==> src/rtl/feexp_seq_if.sv <==
// -----------------------------------------------------------------------------
// feexp_seq_if
// Request/acknowledge bus between feexp_seq and an external modular multiplier
// working mod 2^255-19.
//
// Signals
//   mul_req : request from feexp_seq
//   mul_x   : first operand
//   mul_y   : second operand
//   mul_ack : result valid from the multiplier
//   mul_z   : mul_x*mul_y mod 2^255-19, meaningful while mul_ack is high
//
// Handshake: a transfer completes on a rising clock edge where mul_req and
// mul_ack are both high. The requester captures mul_z on that edge and drops
// mul_req on it. mul_x/mul_y do not change while mul_req is high. mul_ack
// seen while mul_req is low carries no meaning and is ignored.
//
// Modports: master = feexp_seq side, slave = multiplier side.
// -----------------------------------------------------------------------------
interface feexp_seq_if #(
   parameter int FE_WIDTH = 255
);
   logic                mul_req;
   logic [FE_WIDTH-1:0] mul_x;
   logic [FE_WIDTH-1:0] mul_y;
   logic                mul_ack;
   logic [FE_WIDTH-1:0] mul_z;

   modport master (output mul_req, mul_x, mul_y, input mul_ack, mul_z);
   modport slave  (input mul_req, mul_x, mul_y, output mul_ack, mul_z);
endinterface

==> src/rtl/feexp_seq.sv <==
// -----------------------------------------------------------------------------
// feexp_seq
// Sequential modular exponentiation out = a^e mod 2^255-19. The module uses
// left-to-right square-and-multiply. Every multiplication goes to an external
// multiplier over feexp_seq_if.
//
// Ports
//   clock     : sole clock, rising edge
//   reset     : asynchronous, active-high
//   start     : begin an exponentiation (only accepted in IDLE)
//   a         : base, already reduced mod 2^255-19
//   e         : unsigned exponent
//   busy      : high in SQR, MUL, FIN
//   done      : one-cycle pulse when out becomes valid
//   out       : result, held from done until the next done
//   state_dbg : current FSM state (IDLE=0, SQR=1, MUL=2, FIN=3)
//   mul       : multiplier bus (master side)
//
// Configuration
//   FEEXP_CONST_TIME_EN : when defined, every exponent bit costs exactly one
//     square and one multiply (2*EXP_WIDTH requests). This holds even for
//     leading zeros. A multiply for a 0 bit is issued and its result is
//     dropped. When undefined, leading zeros are skipped and multiplies are
//     only issued for 1 bits.
// -----------------------------------------------------------------------------
module feexp_seq #(
   parameter int EXP_WIDTH = 255,
   parameter int FE_WIDTH  = 255
) (
   input  logic                 clock,
   input  logic                 reset,
   input  logic                 start,
   input  logic [FE_WIDTH-1:0]  a,
   input  logic [EXP_WIDTH-1:0] e,
   output logic                 busy,
   output logic                 done,
   output logic [FE_WIDTH-1:0]  out,
   output logic [1:0]           state_dbg,
   feexp_seq_if.master          mul
);

   localparam int IW = (EXP_WIDTH > 1) ? $clog2(EXP_WIDTH) : 1;
   localparam logic [IW-1:0]       IDX_TOP = IW'(EXP_WIDTH - 1);
   localparam logic [FE_WIDTH-1:0] FE_ONE  = FE_WIDTH'(1);

   typedef enum logic [1:0] {
      IDLE = 2'd0,
      SQR  = 2'd1,
      MUL  = 2'd2,
      FIN  = 2'd3
   } state_t;

   state_t               state_q, state_n;
   logic [FE_WIDTH-1:0]  base_q, base_n;
   logic [EXP_WIDTH-1:0] ex_q, ex_n;
   logic [FE_WIDTH-1:0]  acc_q, acc_n;
   logic [IW-1:0]        idx_q, idx_n;
   logic                 mul_req_q, mul_req_n;
   logic [FE_WIDTH-1:0]  mul_x_q, mul_x_n;
   logic [FE_WIDTH-1:0]  mul_y_q, mul_y_n;
   logic [FE_WIDTH-1:0]  out_q, out_n;
   logic                 done_q, done_n;
   logic                 sqr_issue;
   logic                 advance;
   logic                 cur_bit;

`ifndef FEEXP_CONST_TIME_EN
   // acc_one_q marks that the accumulator still holds the initial 1. While it
   // is set, squaring is pointless. The first set bit of e is then found
   // directly.
   logic                 acc_one_q, acc_one_n;
   logic [IW-1:0]        msb_idx;

   always_comb begin
      msb_idx = '0;
      for (int i = 0; i < EXP_WIDTH; i++) begin
         if (ex_q[i]) msb_idx = IW'(i);
      end
   end
`endif

   assign cur_bit = ex_q[idx_q];

   // ---------------------------------------------------------------- next state
   always_comb begin
      state_n   = state_q;
      base_n    = base_q;
      ex_n      = ex_q;
      acc_n     = acc_q;
      idx_n     = idx_q;
      mul_req_n = mul_req_q;
      mul_x_n   = mul_x_q;
      mul_y_n   = mul_y_q;
      out_n     = out_q;
      done_n    = 1'b0;
      sqr_issue = 1'b0;
      advance   = 1'b0;
`ifndef FEEXP_CONST_TIME_EN
      acc_one_n = acc_one_q;
`endif

      case (state_q)
         IDLE: begin
            if (start) begin
               base_n  = a;
               ex_n    = e;
               acc_n   = FE_ONE;
               idx_n   = IDX_TOP;
               state_n = SQR;
`ifndef FEEXP_CONST_TIME_EN
               acc_one_n = 1'b1;
`endif
            end
         end

         SQR: begin
`ifdef FEEXP_CONST_TIME_EN
            sqr_issue = 1'b1;
`else
            sqr_issue = !acc_one_q;
            // Leading zeros: jump straight to the multiply for the top set
            // bit, or finish at once when e is zero.
            if (acc_one_q) begin
               if (ex_q == '0) begin
                  state_n = FIN;
               end else begin
                  idx_n   = msb_idx;
                  state_n = MUL;
               end
            end
`endif
            if (sqr_issue) begin
               if (!mul_req_q) begin
                  mul_req_n = 1'b1;
                  mul_x_n   = acc_q;
                  mul_y_n   = acc_q;
               end else if (mul.mul_ack) begin
                  mul_req_n = 1'b0;
                  acc_n     = mul.mul_z;
`ifdef FEEXP_CONST_TIME_EN
                  state_n   = MUL;
`else
                  if (cur_bit) state_n = MUL;
                  else         advance = 1'b1;
`endif
               end
            end
         end

         MUL: begin
            if (!mul_req_q) begin
               mul_req_n = 1'b1;
               mul_x_n   = acc_q;
               mul_y_n   = base_q;
            end else if (mul.mul_ack) begin
               mul_req_n = 1'b0;
               advance   = 1'b1;
`ifdef FEEXP_CONST_TIME_EN
               // A 0 bit still pays for the multiply; only a 1 bit keeps it.
               if (cur_bit) acc_n = mul.mul_z;
`else
               acc_n     = mul.mul_z;
               acc_one_n = 1'b0;
`endif
            end
         end

         FIN: begin
            out_n   = acc_q;
            done_n  = 1'b1;
            state_n = IDLE;
         end

         default: state_n = IDLE;
      endcase

      if (advance) begin
         if (idx_q == '0) begin
            state_n = FIN;
         end else begin
            idx_n   = idx_q - IW'(1);
            state_n = SQR;
         end
      end
   end

   // ---------------------------------------------------------------- registers
   always_ff @(posedge clock or posedge reset) begin
      if (reset) begin
         state_q   <= IDLE;
         base_q    <= '0;
         ex_q      <= '0;
         acc_q     <= FE_ONE;
         idx_q     <= '0;
         mul_req_q <= 1'b0;
         mul_x_q   <= '0;
         mul_y_q   <= '0;
         out_q     <= '0;
         done_q    <= 1'b0;
`ifndef FEEXP_CONST_TIME_EN
         acc_one_q <= 1'b0;
`endif
      end else begin
         state_q   <= state_n;
         base_q    <= base_n;
         ex_q      <= ex_n;
         acc_q     <= acc_n;
         idx_q     <= idx_n;
         mul_req_q <= mul_req_n;
         mul_x_q   <= mul_x_n;
         mul_y_q   <= mul_y_n;
         out_q     <= out_n;
         done_q    <= done_n;
`ifndef FEEXP_CONST_TIME_EN
         acc_one_q <= acc_one_n;
`endif
      end
   end

   assign busy        = (state_q != IDLE);
   assign done        = done_q;
   assign out         = out_q;
   assign state_dbg   = state_q;
   assign mul.mul_req = mul_req_q;
   assign mul.mul_x   = mul_x_q;
   assign mul.mul_y   = mul_y_q;

endmodule

==> src/flat_wrapper.sv <==
// flat-port wrapper written by rule: the top's interface ports become plain ports
module feexp_seq_flat 
#(
   parameter int EXP_WIDTH = 255,
   parameter int FE_WIDTH  = 255
)
  (clock, reset, start, a, e, busy, done, out, state_dbg, mul_mul_req, mul_mul_x, mul_mul_y, mul_mul_ack, mul_mul_z);
  feexp_seq_if #(.FE_WIDTH(FE_WIDTH)) mul_i ();
  input  logic clock;
  input  logic reset;
  input  logic start;
  input  logic [FE_WIDTH-1:0] a;
  input  logic [EXP_WIDTH-1:0] e;
  output logic busy;
  output logic done;
  output logic [FE_WIDTH-1:0] out;
  output logic [1:0] state_dbg;
  output wire logic [$bits(mul_i.mul_req)-1:0] mul_mul_req;
  output wire logic [$bits(mul_i.mul_x)-1:0] mul_mul_x;
  output wire logic [$bits(mul_i.mul_y)-1:0] mul_mul_y;
  input wire logic [$bits(mul_i.mul_ack)-1:0] mul_mul_ack;
  input wire logic [$bits(mul_i.mul_z)-1:0] mul_mul_z;
  assign mul_mul_req = mul_i.mul_req;
  assign mul_mul_x = mul_i.mul_x;
  assign mul_mul_y = mul_i.mul_y;
  assign mul_i.mul_ack = mul_mul_ack;
  assign mul_i.mul_z = mul_mul_z;
  feexp_seq #(.EXP_WIDTH(EXP_WIDTH), .FE_WIDTH(FE_WIDTH)) u_core (.clock(clock), .reset(reset), .start(start), .a(a), .e(e), .busy(busy), .done(done), .out(out), .state_dbg(state_dbg), .mul(mul_i));
endmodule
==> config.mk <==
export PLATFORM = sky130hd
export DESIGN_NAME = feexp_seq_flat
export DESIGN_NICKNAME = d
export VERILOG_FILES = /design/src/rtl/feexp_seq_if.sv /design/src/rtl/feexp_seq.sv /design/src/flat_wrapper.sv
export SDC_FILE = /design/constraint.sdc
export NUM_CORES = 2
export LEC_CHECK = 0
export ABC_AREA = 1
export CAP_MARGIN = 20
export CORE_AREA = 2 2 602 604
export CTS_BUF_LIST = sky130_fd_sc_hd__clkbuf_4
export DETAILED_ROUTE_END_ITERATION = 10
export DIE_AREA = 0 0 604 606
export PLACE_DENSITY_LB_ADDON = 0.15
export SLEW_MARGIN = 5
export SYNTH_ARGS = -nofsm -noshare
export SYNTH_HDL_FRONTEND = slang
export SYNTH_SLANG_ARGS = --single-unit
export TNS_END_PERCENT = 1
==> constraint.sdc <==
create_clock -name clock -period 59.8 [get_ports clock]
set_clock_uncertainty 0.05 [all_clocks]
set_input_delay 11.96 -clock clock [delete_from_list [all_inputs] [get_ports clock]]
set_output_delay 11.96 -clock clock [all_outputs]
set_load 0.01 [all_outputs]
### Word level (Yosys, flattened, before mapping)

Index checks and enable logic that the tools add are counted.

* add/subtract/negate cells: 1
* order comparisons: 1
* equality and inequality tests: 10
* muxes and demuxes: 300
* reductions and logical operators: 14

Operator list (count)
* $mux W255: 9
* $mux W8: 132
* $pmux W255 S2: 2
* $pmux W255 S3: 1
* $mux W7: 64
* $logic_not A255 Y1: 1
* $mux W6: 32
* $mux W5: 16
* $mux W4: 8
* $mux W2: 10
* $mux W1: 16
* $pmux W8 S2: 1
* $mux W3: 4
* $ne A2 B2 Y1 const B: 5
* $lt A8 B9 Y1 const B: 1
* $bmux W1 S8: 1
* $logic_not A8 Y1: 1
* $reduce_and A4 Y1: 2
* $sub A8 B1 Y8 const B: 1
* $pmux W1 S2: 3
* $pmux W2 S3: 1
* $reduce_and A2 Y1: 3
* $reduce_bool A2 Y1: 3
* $eq A2 B2 Y1 const B: 2
* other kinds (7): 7

* bits in registers: 1543
* input port bits: 769
* word-level logic and storage cells: 337

### Depth between registers and ports, before layout

* depth in word-level cells: 259
* gate-level depth with buffers: 255
* mapped depth without buffers: 255

### Worst setup path after synthesis

OpenSTA, ideal clock, no wires.

* kind: input-to-reg
* start point: input port mul_mul_ack
* end point: register u_core.acc_q[100]
* arrival: 13311 ps
* setup slack: 46356 ps
* stages: 11
* buffers on the path: 3
* cell sequence: nand2_1 > nand2_1 > nand4_1 > inv_1 > nand2_1 > inv_1 > clkbuf_1 > clkbuf_1 > clkbuf_1 > nand2_1 > o21ai_0

* word-level cells in the longest chain between the ends: 4

RTL lines
* start: declaration: RTL line flat_wrapper.sv:21 `input wire logic [$bits(mul_i.mul_ack)-1:0] mul_mul_ack;`
* $mux W255 * (2 in a row)
* $mux W255
* $pmux W255 S3 *
* end signal: assignment: RTL line feexp_seq.sv:207 `acc_q <= acc_n;`
* end: declaration: RTL line feexp_seq.sv:56 `logic [FE_WIDTH-1:0] acc_q, acc_n;`

Mark *: on every way between the ends. The rest lies on a longest branch, timed or not. The select of a mux whose other input is x is not followed.
A chain may end at the register's enable or synchronous reset.

==> results.sh <==
export IMPL_hp_class="reg2reg"
export IMPL_min_delay_start="u_core.base_q[218]"
export IMPL_nets=9968
export IMPL_grt_total_usage=0.181
export IMPL_synth_top_cell_area_share=0.589
export IMPL_relSlewSlack=0.209
export IMPL_wl_met3_um=23700
export IMPL_grt_pass1_vias=60300
export IMPL_post_cts_buffers=0
export IMPL_grt_max_degree=237
export IMPL_drive_gt1_frac=0.0924
export IMPL_clock_latency_ns=1.42
export IMPL_worst_slew_pin_slew_ns=1.19
export IMPL_finalHoldViolations=0
export IMPL_p_per_area_mw_per_mm2=59.1
export IMPL_critPathRequiredTime_ns=61.14
export IMPL_cts_sinks=1543
export IMPL_ant_nets=0
export IMPL_drt_met1_wl_um=136000
export IMPL_synth_edf_count=0
export IMPL_ir_worst_vdd_uv=52.5
export IMPL_p_leak_nw=41.2
export IMPL_reg2reg_from="u_core.ex_q[2]"
export IMPL_dp_hpwl_um=254000
export IMPL_root_buffer="clkbuf_4"
export IMPL_synth_commonest_cells="nand2_1 (2825), dfrtp_1 (1542), o21ai_0 (1424)"
export IMPL_cts_resized=0
export IMPL_drtPass1Iterations=6
export IMPL_ys_top_cells_by_area="dfrtp_1 (59%), nand2_1 (16%), o21ai_0 (11%), o21a_1 (2.9%), clkbuf_1 (2.5%)"
export IMPL_synth_avg_cell_area_sq_um=8.68
export IMPL_post_route_min_period_ns=15.57
export IMPL_ctsLongestPathBuffers=4
export IMPL_synthDistinctLibCells=38
export IMPL_crit_arrival_ns=16.91
export IMPL_io_pins=1539
export IMPL_drc=0
export IMPL_fin_crit_sh=0.260
export IMPL_p_switching_w=0.00242
export IMPL_final_setup_tns_ns=0
export IMPL_die_area_sq_mm=0.366
export IMPL_fp_row_count=221
export IMPL_postSynth_asyncResetShare=1.00
export IMPL_synth_nets=8322
export IMPL_cts_tree="done"
export IMPL_cts_hold_fix_buffers=0
export IMPL_seq_area_frac_synth=0.590
export IMPL_die_width_um=604
export IMPL_place_area_sq_mm=0.0860
export IMPL_gp_congestion=0.859
export IMPL_routed_wl_um=343000
export IMPL_synth_warnings=0
export IMPL_crit_path_end_kind="asynchronous set/reset pin"
export IMPL_r2r_end="u_core.idx_q[0]"
export IMPL_max_freq_ghz=0.0642
export IMPL_max_cap_violations=0
export IMPL_p_comb_frac=0.478
export IMPL_netlist_instances=7547
export IMPL_cts_buffers=476
export IMPL_drv_slew=0
export IMPL_p_int_w=0.00302
export IMPL_h_tree_depth=5
export IMPL_crit_type="in2async"
export IMPL_met2WireLength_um=168000
export IMPL_path_clk_slew_ns=0.06
export IMPL_gr_total_overflow=0
export IMPL_swShare=0.444
export IMPL_via_per_inst=4.12
export IMPL_worstSetupEndpoint="u_core.base_q[123]"
export IMPL_dieHeight_um=606
export IMPL_rr_worst_depth=255
export IMPL_synth_top_cell_by_area="dfrtp_1"
export IMPL_clkPwrFrac=0.193
export IMPL_grt_pass1_wl_um=475000
export IMPL_drt_iter0_markers=3810
export IMPL_synthFlopType="dfrtp_1"
export IMPL_routedWlPerCell_um=23.8
export IMPL_critPathMaxFanout=136
export IMPL_synth_seq_cells=1543
export IMPL_fillers=39400
export IMPL_antenna_found_initial=130
export IMPL_dr_total_vias=59300
export IMPL_crit_path_start="reset"
export IMPL_status="finished, final reports clean"
export IMPL_startpoint_type="input pin"
export IMPL_stdcell_area_sq_mm=0.0920
export IMPL_initial_core_util=0.182
export IMPL_synth_most_common_cell="nand2_1"
export IMPL_syn_cell_area_sq_mm=0.0655
export IMPL_setup_viol=0
export IMPL_r2r_slack_ns=45.14
export IMPL_power_frac_seq=0.329
export IMPL_top_layer="met5"
export IMPL_core_sq_mm=0.360
export IMPL_syn_to_final_growth_pct=40.5
export IMPL_port_buffers=1538
export IMPL_rsz0062_at_grt="false"
[cells in the final DEF (no fill, tap or decap), types with 75 or more instances in the layout]
| cell type | netlist | layout |
|---|---|---|
| clkbuf_4 | 0 | 672 |
| nor2_1 | 252 | 249 |
| bufinv_8 | 75 | 75 |
| clkinv_1 | 62 | 172 |
| o21ai_0 | 1424 | 1424 |
| inv_1 | 413 | 409 |
| nand2_1 | 2825 | 2824 |
| o21a_1 | 255 | 255 |
| dfrtp_1 | 1542 | 1540 |
| a21oi_1 | 107 | 107 |
| clkdlybuf4s50_1 | 0 | 1538 |
[registers in the layout, summed over array words and instances, names as in the netlist]
register	cells
u_core.idx_q	8
u_core.mul.mul_req	1
u_core.acc_q	255
u_core.state_dbg	2
u_core.mul.mul_y	255
u_core.mul.mul_x	255
u_core.acc_one_q	1
u_core.out	255
u_core.done	1
u_core.base_q	255
u_core.ex_q	255
[kinds of logic after synthesis]
kind of cell             count (synthesis)  share of synthesized area
AO/OA/AOI/OAI                         1855                      0.154
adder cells (fa/ha/maj)                  6                    0.00115
buffers and inverters                  999                     0.0730
flip-flops                            1543                      0.590
AND/OR/NAND/NOR                       3140                      0.181
XOR/XNOR                                 4                   0.000535
[worst min-delay path by stage]
| stage | end | slack, ns | depth (start not counted) |
|---|---|---|---|
| 3_5_place_dp | u_core.base_q[22] | 0.41 | 2 |
| 3_3_place_gp | u_core.base_q[157] | 0.41 | 2 |
| 4_1_cts | u_core.base_q[200] | 0.43 | 2 |
| 2_1_floorplan | u_core.base_q[0] | 0.39 | 2 |
| 6_report | u_core.base_q[218] | 0.42 | 2 |
| 5_1_grt | u_core.base_q[113] | 0.44 | 2 |
[stage by stage]
step | util | setup WS [ns] | hold WS [ns] | instances | total power [W]
finish | 0.255 | 44.23 | 0.421 | 14400 | 0.00544
global route | 0.255 | 42.44 | 0.436 | 14400 | 0.00588
CTS | 0.255 | 44.23 | 0.425 | 14300 | 0.00557
detailed placement | 0.239 | 42.58 | 0.410 | 13500 | 0.00447
global placement | 0.239 | 42.70 | 0.406 | 13500 | 0.00445
floorplan | - | 4.26 | 0.394 | 7547 | 0.00311
[layout make-up]
cell class	instances	area [sq um]	share of cell area
diodes	54	135	0.00147
repair buffers	1612	16100	0.175
clock inverters	152	801	0.00870
flip-flops and latches	1543	38600	0.420
clock buffers	672	5040	0.0548
inverters	555	3160	0.0344
well taps	4794	6000	0.0652
multi-input cells	5005	22100	0.241
[routing by layer]
layer | track usage | vias up
met3 | 0.0491 | 685
met5 | 0 | -
met1 | 0.212 | 28800
met4 | 0.0758 | 54
met2 | 0.311 | 1976
li1 | - | 27800
[worst max-delay path, stage by stage]
cell	delay [ns]
clkdlybuf4s50_1	0.49
inv_8	0.47
buf_12	0.56
buf_4	0.71
buf_4	0.73
buf_4	0.77
buf_4	0.75
[power groups by stage]
stage / Sequential (W) / Clock, W / Combinational [W]
after floorplan: 0.00184 / 0 / 0.00127
after global placement: 0.00180 / 0 / 0.00265
after detailed placement: 0.00180 / 0 / 0.00267
after CTS: 0.00179 / 0.00110 / 0.00268
after global routing: 0.00184 / 0.00115 / 0.00288
final: 0.00179 / 0.00105 / 0.00260
No activity file was read; power rests on OpenSTA's default activity.
